`config.mk`:
```
export PLATFORM = sky130hd
export DESIGN_NAME = seg_scan_ctrl_flat
export DESIGN_NICKNAME = d
export VERILOG_FILES = /design/src/rtl/seg_scan_pkg.sv /design/src/rtl/seg_scan_ctrl_if.sv /design/src/rtl/seg_scan_ctrl_seg7_dec.sv /design/src/rtl/seg_scan_ctrl.sv /design/src/flat_wrapper.sv
export SDC_FILE = /design/constraint.sdc
export NUM_CORES = 1
export LEC_CHECK = 0
export BUFFER_PORTS_ARGS = -buffer_cell sky130_fd_sc_hd__buf_2
export CAP_MARGIN = 15
export CORE_MARGIN = 2
export CORE_UTILIZATION = 25
export CTS_BUF_LIST = sky130_fd_sc_hd__clkbuf_4
export DETAILED_ROUTE_END_ITERATION = 10
export PLACE_DENSITY_LB_ADDON = 0.08
export SETUP_SLACK_MARGIN = 0.15
export SLEW_MARGIN = 40
export SYNTH_ARGS = -nofsm -noshare
export SYNTH_HDL_FRONTEND = slang
export SYNTH_SLANG_ARGS = --single-unit
```
`constraint.sdc`:
```
create_clock -name clks -period 3 [get_ports clks]
set_clock_uncertainty 0.15 [all_clocks]
set_input_delay 0.3 -clock clks [delete_from_list [all_inputs] [get_ports clks]]
set_output_delay 0.3 -clock clks [all_outputs]
set_load 0.02 [all_outputs]
```
`src/rtl/seg_scan_pkg.sv`:
```
// Shared constants for the eight-digit seven-segment scan controller:
// the segment decode table, the "all off" patterns and the digit index width.
package seg_scan_pkg;

  localparam int IDX_W = 3;

  localparam logic [7:0] SEG_OFF = 8'hFF;
  localparam logic [7:0] SEL_OFF = 8'hFF;

  // Active-low {dp,g,f,e,d,c,b,a}, indexed by nibble value; dp is left dark here.
  localparam logic [7:0] SEG_TABLE [0:15] = '{
    8'hC0, 8'hF9, 8'hA4, 8'hB0, 8'h99, 8'h92, 8'h82, 8'hF8,
    8'h80, 8'h90, 8'h88, 8'h83, 8'hC6, 8'hA1, 8'h86, 8'h8E
  };

endpackage

```
`src/rtl/seg_scan_ctrl_if.sv`:
```
// Host-side write port of the scan controller: buffer write strobe/data and
// the pending-buffer status fed back to the host.
interface seg_scan_ctrl_if;
  logic        wr_en;
  logic [31:0] wr_data;
  logic [7:0]  wr_dp;
  logic        pend;

  modport master (output wr_en, output wr_data, output wr_dp, input pend);
  modport slave  (input wr_en, input wr_data, input wr_dp, output pend);
endinterface

```
`src/rtl/seg_scan_ctrl_seg7_dec.sv`:
```
// Combinational hex nibble + decimal point to active-low segment byte.
module seg7_dec
  import seg_scan_pkg::*;
(
  input  logic [3:0] nib,
  input  logic       dp,
  output logic [7:0] seg
);

  logic [7:0] pat_s;

  // Table lookup, then the dp segment is lit (driven low) on request.
  always_comb begin
    pat_s = SEG_TABLE[nib];
    seg   = {~dp, pat_s[6:0]};
  end

endmodule

```
`src/rtl/seg_scan_ctrl.sv`:
```
// Multiplexed 8-digit seven-segment scanner with double-buffered display data,
// per-slot anti-ghost blanking and optional leading-zero suppression.
module seg_scan_ctrl
  import seg_scan_pkg::*;
#(
  parameter int DIV   = 1000,
  parameter int BLANK = 2
) (
  input  logic             clks,
  input  logic             rst,
  seg_scan_ctrl_if.slave   host,
  input  logic             lz_en,
  output logic [7:0]       digit_sel,
  output logic [7:0]       seg,
  output logic             frame_done
);

  localparam int            CW        = $clog2(DIV);
  localparam logic [CW-1:0] CNT_LAST  = CW'(DIV - 1);
  localparam logic [CW-1:0] CNT_BLANK = CW'(BLANK);
  localparam logic [IDX_W-1:0] IDX_LAST = IDX_W'(7);

  logic [CW-1:0]    cnt_r;
  logic [IDX_W-1:0] idx_r;
  logic [31:0]      act_data_r;
  logic [7:0]       act_dp_r;
  logic [31:0]      pend_data_r;
  logic [7:0]       pend_dp_r;
  logic             pend_r;
  logic [7:0]       sel_r;
  logic [7:0]       seg_r;
  logic             frame_done_r;

  logic             slot_end_s;
  logic             boundary_s;
  logic             blank_s;
  logic             supp_s;
  logic [8:0]       zero_from_s;
  logic [3:0]       nib_s;
  logic             dp_s;
  logic [7:0]       dec_s;
  logic [7:0]       seg_next_s;

  // Slot position decode and selection of the digit currently being scanned.
  always_comb begin
    slot_end_s = (cnt_r == CNT_LAST);
    boundary_s = slot_end_s && (idx_r == IDX_LAST);
    blank_s    = (cnt_r < CNT_BLANK);
    nib_s      = act_data_r[{idx_r, 2'b00} +: 4];
    dp_s       = act_dp_r[idx_r];
  end

  // zero_from_s[i] is set when nibbles i..7 of the active buffer are all zero.
  always_comb begin
    zero_from_s    = 9'd0;
    zero_from_s[8] = 1'b1;
    for (int i = 7; i >= 0; i--) begin
      zero_from_s[i] = zero_from_s[i+1] && (act_data_r[4*i +: 4] == 4'd0);
    end
  end

  seg7_dec u_dec (
    .nib (nib_s),
    .dp  (dp_s),
    .seg (dec_s)
  );

  // A suppressed digit stays selected but dark; only its dp may still light.
  always_comb begin
    supp_s = lz_en && (idx_r != IDX_W'(0)) && zero_from_s[idx_r];
    if (supp_s) begin
      seg_next_s = {~dp_s, SEG_OFF[6:0]};
    end else begin
      seg_next_s = dec_s;
    end
  end

  // Scan counters, buffer swap at the frame boundary and registered pin drive.
  always_ff @(posedge clks) begin
    if (rst) begin
      cnt_r        <= '0;
      idx_r        <= '0;
      act_data_r   <= 32'd0;
      act_dp_r     <= 8'd0;
      pend_data_r  <= 32'd0;
      pend_dp_r    <= 8'd0;
      pend_r       <= 1'b0;
      sel_r        <= SEL_OFF;
      seg_r        <= SEG_OFF;
      frame_done_r <= 1'b0;
    end else begin
      frame_done_r <= boundary_s;

      if (slot_end_s) begin
        cnt_r <= '0;
        idx_r <= idx_r + IDX_W'(1);
      end else begin
        cnt_r <= cnt_r + CW'(1);
      end

      // A write landing on the boundary bypasses the pending buffer entirely.
      if (boundary_s) begin
        if (host.wr_en) begin
          act_data_r <= host.wr_data;
          act_dp_r   <= host.wr_dp;
        end else if (pend_r) begin
          act_data_r <= pend_data_r;
          act_dp_r   <= pend_dp_r;
        end else begin
          act_data_r <= act_data_r;
          act_dp_r   <= act_dp_r;
        end
        pend_r <= 1'b0;
      end else if (host.wr_en) begin
        pend_data_r <= host.wr_data;
        pend_dp_r   <= host.wr_dp;
        pend_r      <= 1'b1;
      end else begin
        pend_r <= pend_r;
      end

      if (blank_s) begin
        sel_r <= SEL_OFF;
        seg_r <= SEG_OFF;
      end else begin
        sel_r <= ~(8'b1 << idx_r);
        seg_r <= seg_next_s;
      end
    end
  end

  assign digit_sel  = sel_r;
  assign seg        = seg_r;
  assign frame_done = frame_done_r;
  assign host.pend  = pend_r;

endmodule

```
`src/flat_wrapper.sv`:
```
// flat-port wrapper written by rule: the top's interface ports become plain ports
module seg_scan_ctrl_flat import seg_scan_pkg::*;
#(
  parameter int DIV   = 1000,
  parameter int BLANK = 2
)
  (clks, rst, lz_en, digit_sel, seg, frame_done, host_wr_en, host_wr_data, host_wr_dp, host_pend);
  seg_scan_ctrl_if host_i ();
  input  logic clks;
  input  logic rst;
  input  logic lz_en;
  output logic [7:0] digit_sel;
  output logic [7:0] seg;
  output logic frame_done;
  input wire logic [$bits(host_i.wr_en)-1:0] host_wr_en;
  input wire logic [$bits(host_i.wr_data)-1:0] host_wr_data;
  input wire logic [$bits(host_i.wr_dp)-1:0] host_wr_dp;
  output wire logic [$bits(host_i.pend)-1:0] host_pend;
  assign host_i.wr_en = host_wr_en;
  assign host_i.wr_data = host_wr_data;
  assign host_i.wr_dp = host_wr_dp;
  assign host_pend = host_i.pend;
  seg_scan_ctrl #(.DIV(DIV), .BLANK(BLANK)) u_core (.clks(clks), .rst(rst), .host(host_i), .lz_en(lz_en), .digit_sel(digit_sel), .seg(seg), .frame_done(frame_done));
endmodule
```
==> run_results.csv <==
group,metric,value,unit
status,status,"completed",
critical_path,regToRegEndpoint,"u_core.seg[5]",
critical_path,crit_path_cell_trace,"mux4_2 > nand2_1 > and2_1 > inv_1 > ha_1 > mux2_2 > a22oi_1 > nand3_1",
die,chipHeight,144,um
global_route,grt_remaining_overflow,0,
layout,syn_to_final_growth,22.2,%
sta,layout_min_cycle_time,2.63,ns
synth,most_used_flip_flop_cell_after_synthesis,"dfxtp_1",
min_path,holdPathEnd,"u_core.act_data_r[11]",
min_path,min-delay-start,"host_wr_en",
critical_path,critPathRequiredTime,3.19,ns
min_path,worst_hold_path_type,"input pin to flip-flop",
critical_path,worstPathBufferInverterCount,1,
layout,share_of_cells_above_drive_strength_1,0.163,
sta,finalSetupViolations,0,
power,power_leakage,2.31,nW
sta,timing.fmax,0.380,GHz
sta,rsz_0062_raised_after_global_routing,"false",
synth,async_flop_share,0,
clock_tree,clk_pin_slew,0.16,ns
synth,yosys_warn_count,0,
synth,syn_inst,546,
global_route,grt_util_all_layers,0.128,
global_route,via_count_of_the_first_global_routing_pass,3860,
critical_path,critPathArrivalTime,2.82,ns
synth,yosys_register_bits,111,
clock_tree,clkLatencyLatePin,0.48,ns
sta,drv_slew,0,
synth,synth_area,4910,um2
clock_tree,cts-buffers-inserted,9,
run,max_cap_violations,0,
critical_path,rrSetupSlack,0.37,ns
power,vdd_ir_drop_max,0.167,mV
critical_path,critical_path.top_delay_family,"multiplexers",
global_route,globalRouteMet1Util,0.176,
die,die_area,20800,um2
layout,fill_cells,2043,
die,fp-row-count,51,
clock_tree,clock_tree.root_cell,"clkbuf_4",
global_route,largest_net_degree_at_the_start_of_global_routing,90,
critical_path,slowest_delay,0.54,ns
routing,route.detailed.wl_per_inst,14.0,um
die,io_pins,62,
global_route,antenna_found_initial,2,
die,die_w,144,um
critical_path,crit_start_category,"flip-flop",
place,gpl.final_weighted_congestion,0.730,
critical_path,worst-r2r-cell-count,8,
power,power_per_cell_area,405,nW/um2
clock_tree,clk_path_buf_depth,2,
synth,synth_area_per_cell,8.99,um2
routing,drt_iter0_drc,155,
min_path,worst_hold_path.num_cells,4,
clock_tree,cts_num_sinks,111,
clock_tree,ctsHtreeMaxLevel,3,
routing,final_routed_drc_violation_total,0,
critical_path,critPathKind,"flip-flop to flip-flop",
critical_path,critical_path.reg2reg.startpoint,"u_core.idx_r[0]",
critical_path,crit_path_end_kind,"flip-flop",
sta,hold_slack,0.307,ns
die,floorplan.core_area,19300,um2
place,total_half_perimeter_wirelength_after_legalization_and_detailed_placement,8.63,mm
global_route,wire_length_of_the_first_global_routing_pass,20.5,mm
sta,final-hold-violation-count,0,
place,place_worst_setup_slack,0.257,ns
clock_tree,cts_tree,"built",
sta,fin_crit_sh,0.877,
place,portBuffers,61,
power,p_total,2.43,mW
critical_path,crit_slowest_cell,"mux4_2",
routing,detailroute.via_count,4030,
synth,synth.distinct_cells,46,
sta,post-route-worst-setup-slack,0.370,ns
sta,max_slew.worst_pin.slew,0.720,ns
routing,avgViaCountPerCell,4.48,
synth,post_synthesis_net_count,603,
layout,nNetsFinal,687,
global_route,use_met3,0.0311,
critical_path,worst_path_max_fanout,9,
global_route,top_usage_layer,"met2",
synth,seq_area_frac_synth,0.453,
routing,drt_first_pass_iters,4,
sta,totalNegativeSetupSlack,0,ns
routing,antenna_left,0,
global_route,groute.layer.met2.usage,0.198,
sta,timing.slew.headroom,0.520,
routing,routed_wirelength,12.5,mm
die,initial_core_util,0.254,
synth,edff_count_synth,0,
==> synthesized netlist by cell type (all sizes together), types with 2 or more instances <==
| library cell | instances | share of area |
|---|---|---|
| nor4 | 8 | 0.010 |
| dfxtp | 111 | 0.45 |
| nor3b | 2 | 0.0031 |
| mux4 | 8 | 0.038 |
| nand2 | 99 | 0.076 |
| and2 | 6 | 0.0082 |
| nor2 | 63 | 0.048 |
| o21ai | 4 | 0.0041 |
| mux2 | 7 | 0.017 |
| clkbuf | 30 | 0.023 |
| xnor2 | 5 | 0.0089 |
| xor2 | 4 | 0.0071 |
| buf | 9 | 0.011 |
| a21oi | 45 | 0.046 |
| nand3 | 12 | 0.012 |
| ha | 13 | 0.033 |
| inv | 9 | 0.0069 |
| o211ai | 2 | 0.0031 |
| nand4 | 3 | 0.0038 |
| nor3 | 3 | 0.0031 |
| a211oi | 41 | 0.063 |
| mux2i | 45 | 0.094 |
| a22oi | 2 | 0.0031 |
==> per-stage QoR <==
stage,utilization,instances,cell area [um2]
detailed placement,0.284,843,5490
CTS,0.310,897,5990
floorplan,-,546,4910
global placement,0.284,843,5480
global route,0.310,899,6000
finish,0.310,899,6000
==> placed cells by master (no fill, tap or decap), types with 12 or more instances in the layout <==
master	count
a211oi_1	41
mux2i_1	44
nor2_1	62
buf_2	61
dlygate4sd3_1	41
nand2_1	99
ha_1	13
dfxtp_1	110
a21oi_1	45
nand3_1	12
==> registers in the layout, summed over array words and instances (netlist names) <==
register,flops
u_core.idx_r,3
u_core.frame_done,1
u_core.cnt_r,10
u_core.pend_data_r,32
u_core.digit_sel,8
u_core.act_dp_r,8
u_core.host.pend,1
u_core.act_data_r,32
u_core.pend_dp_r,8
u_core.seg,8
==> tightest hold or removal path: cells and delay by family <==
| family | cells | cell delay (ns) |
|---|---|---|
| muxes | 1 | 0.17 |
| AOI/OAI and AO/OA | 1 | 0.08 |
| buffers and inverters | 2 | 0.36 |
==> worst max path at each step <==
stage / cells after the start / slack (ns) / from / to
final: 8 / 0.37 / u_core.idx_r[0] / u_core.seg[5]
after global routing: 8 / 0.19 / u_core.idx_r[0] / u_core.seg[5]
after CTS: 8 / 0.23 / u_core.idx_r[0] / u_core.seg[5]
after detailed placement: 8 / 0.26 / u_core.idx_r[0] / u_core.seg[5]
after global placement: 8 / 0.30 / u_core.idx_r[0] / u_core.seg[5]
after floorplan: 10 / 0.41 / u_core.idx_r[0] / u_core.seg[5]
==> per-layer routing <==
metal | share of wire | vias up | wire [um]
met2 | 0.43 | 63 | 5410
met1 | 0.51 | 1873 | 6460
met5 | 0 | - | 0
li1 | - | 2079 | -
met3 | 0.035 | 15 | 439
met4 | 0.018 | 0 | 231
==> area by class of cell <==
type,instances,area [um2],share of cell area
Antenna cell,2,5.00,0.000835
Clock buffer,10,75.1,0.0125
Clock inverter,3,13.8,0.00230
Inverter,9,33.8,0.00563
Multi-Input combinational cell,387,2490,0.416
Sequential cell,111,2220,0.371
Tap cell,265,332,0.0553
Timing Repair Buffer,112,820,0.137
==> cell families (layout without fill, tap and decap cells) <==
family          Yosys count  after routing  share of synthesized area
compound gates          102            102                      0.133
xor+xnor                  9              9                     0.0161
fa+ha+maj                13             13                     0.0332
buf+inv                  48            134                     0.0413
flops                   111            111                      0.453
mux                      60             60                      0.149
other cells               0              2                          0
simple gates            203            203                      0.174
==> power by group <==
part	internal [mW]	total (mW)	switching, mW	leakage (nW)
Clock	0.162	0.630	0.468	0.0554
Combinational	0.120	0.262	0.142	1.35
Sequential	1.52	1.54	0.0185	0.905
==> repair_timing <==
item                                   in CTS  in global routing
setup endpoints to repair                   0                  6
setup buffers                               0                  0
gates resized for setup                     0                  1
endpoints found under the hold margin      63                  0
hold buffers                               41                  0
No activity file was read; power rests on OpenSTA's default activity.
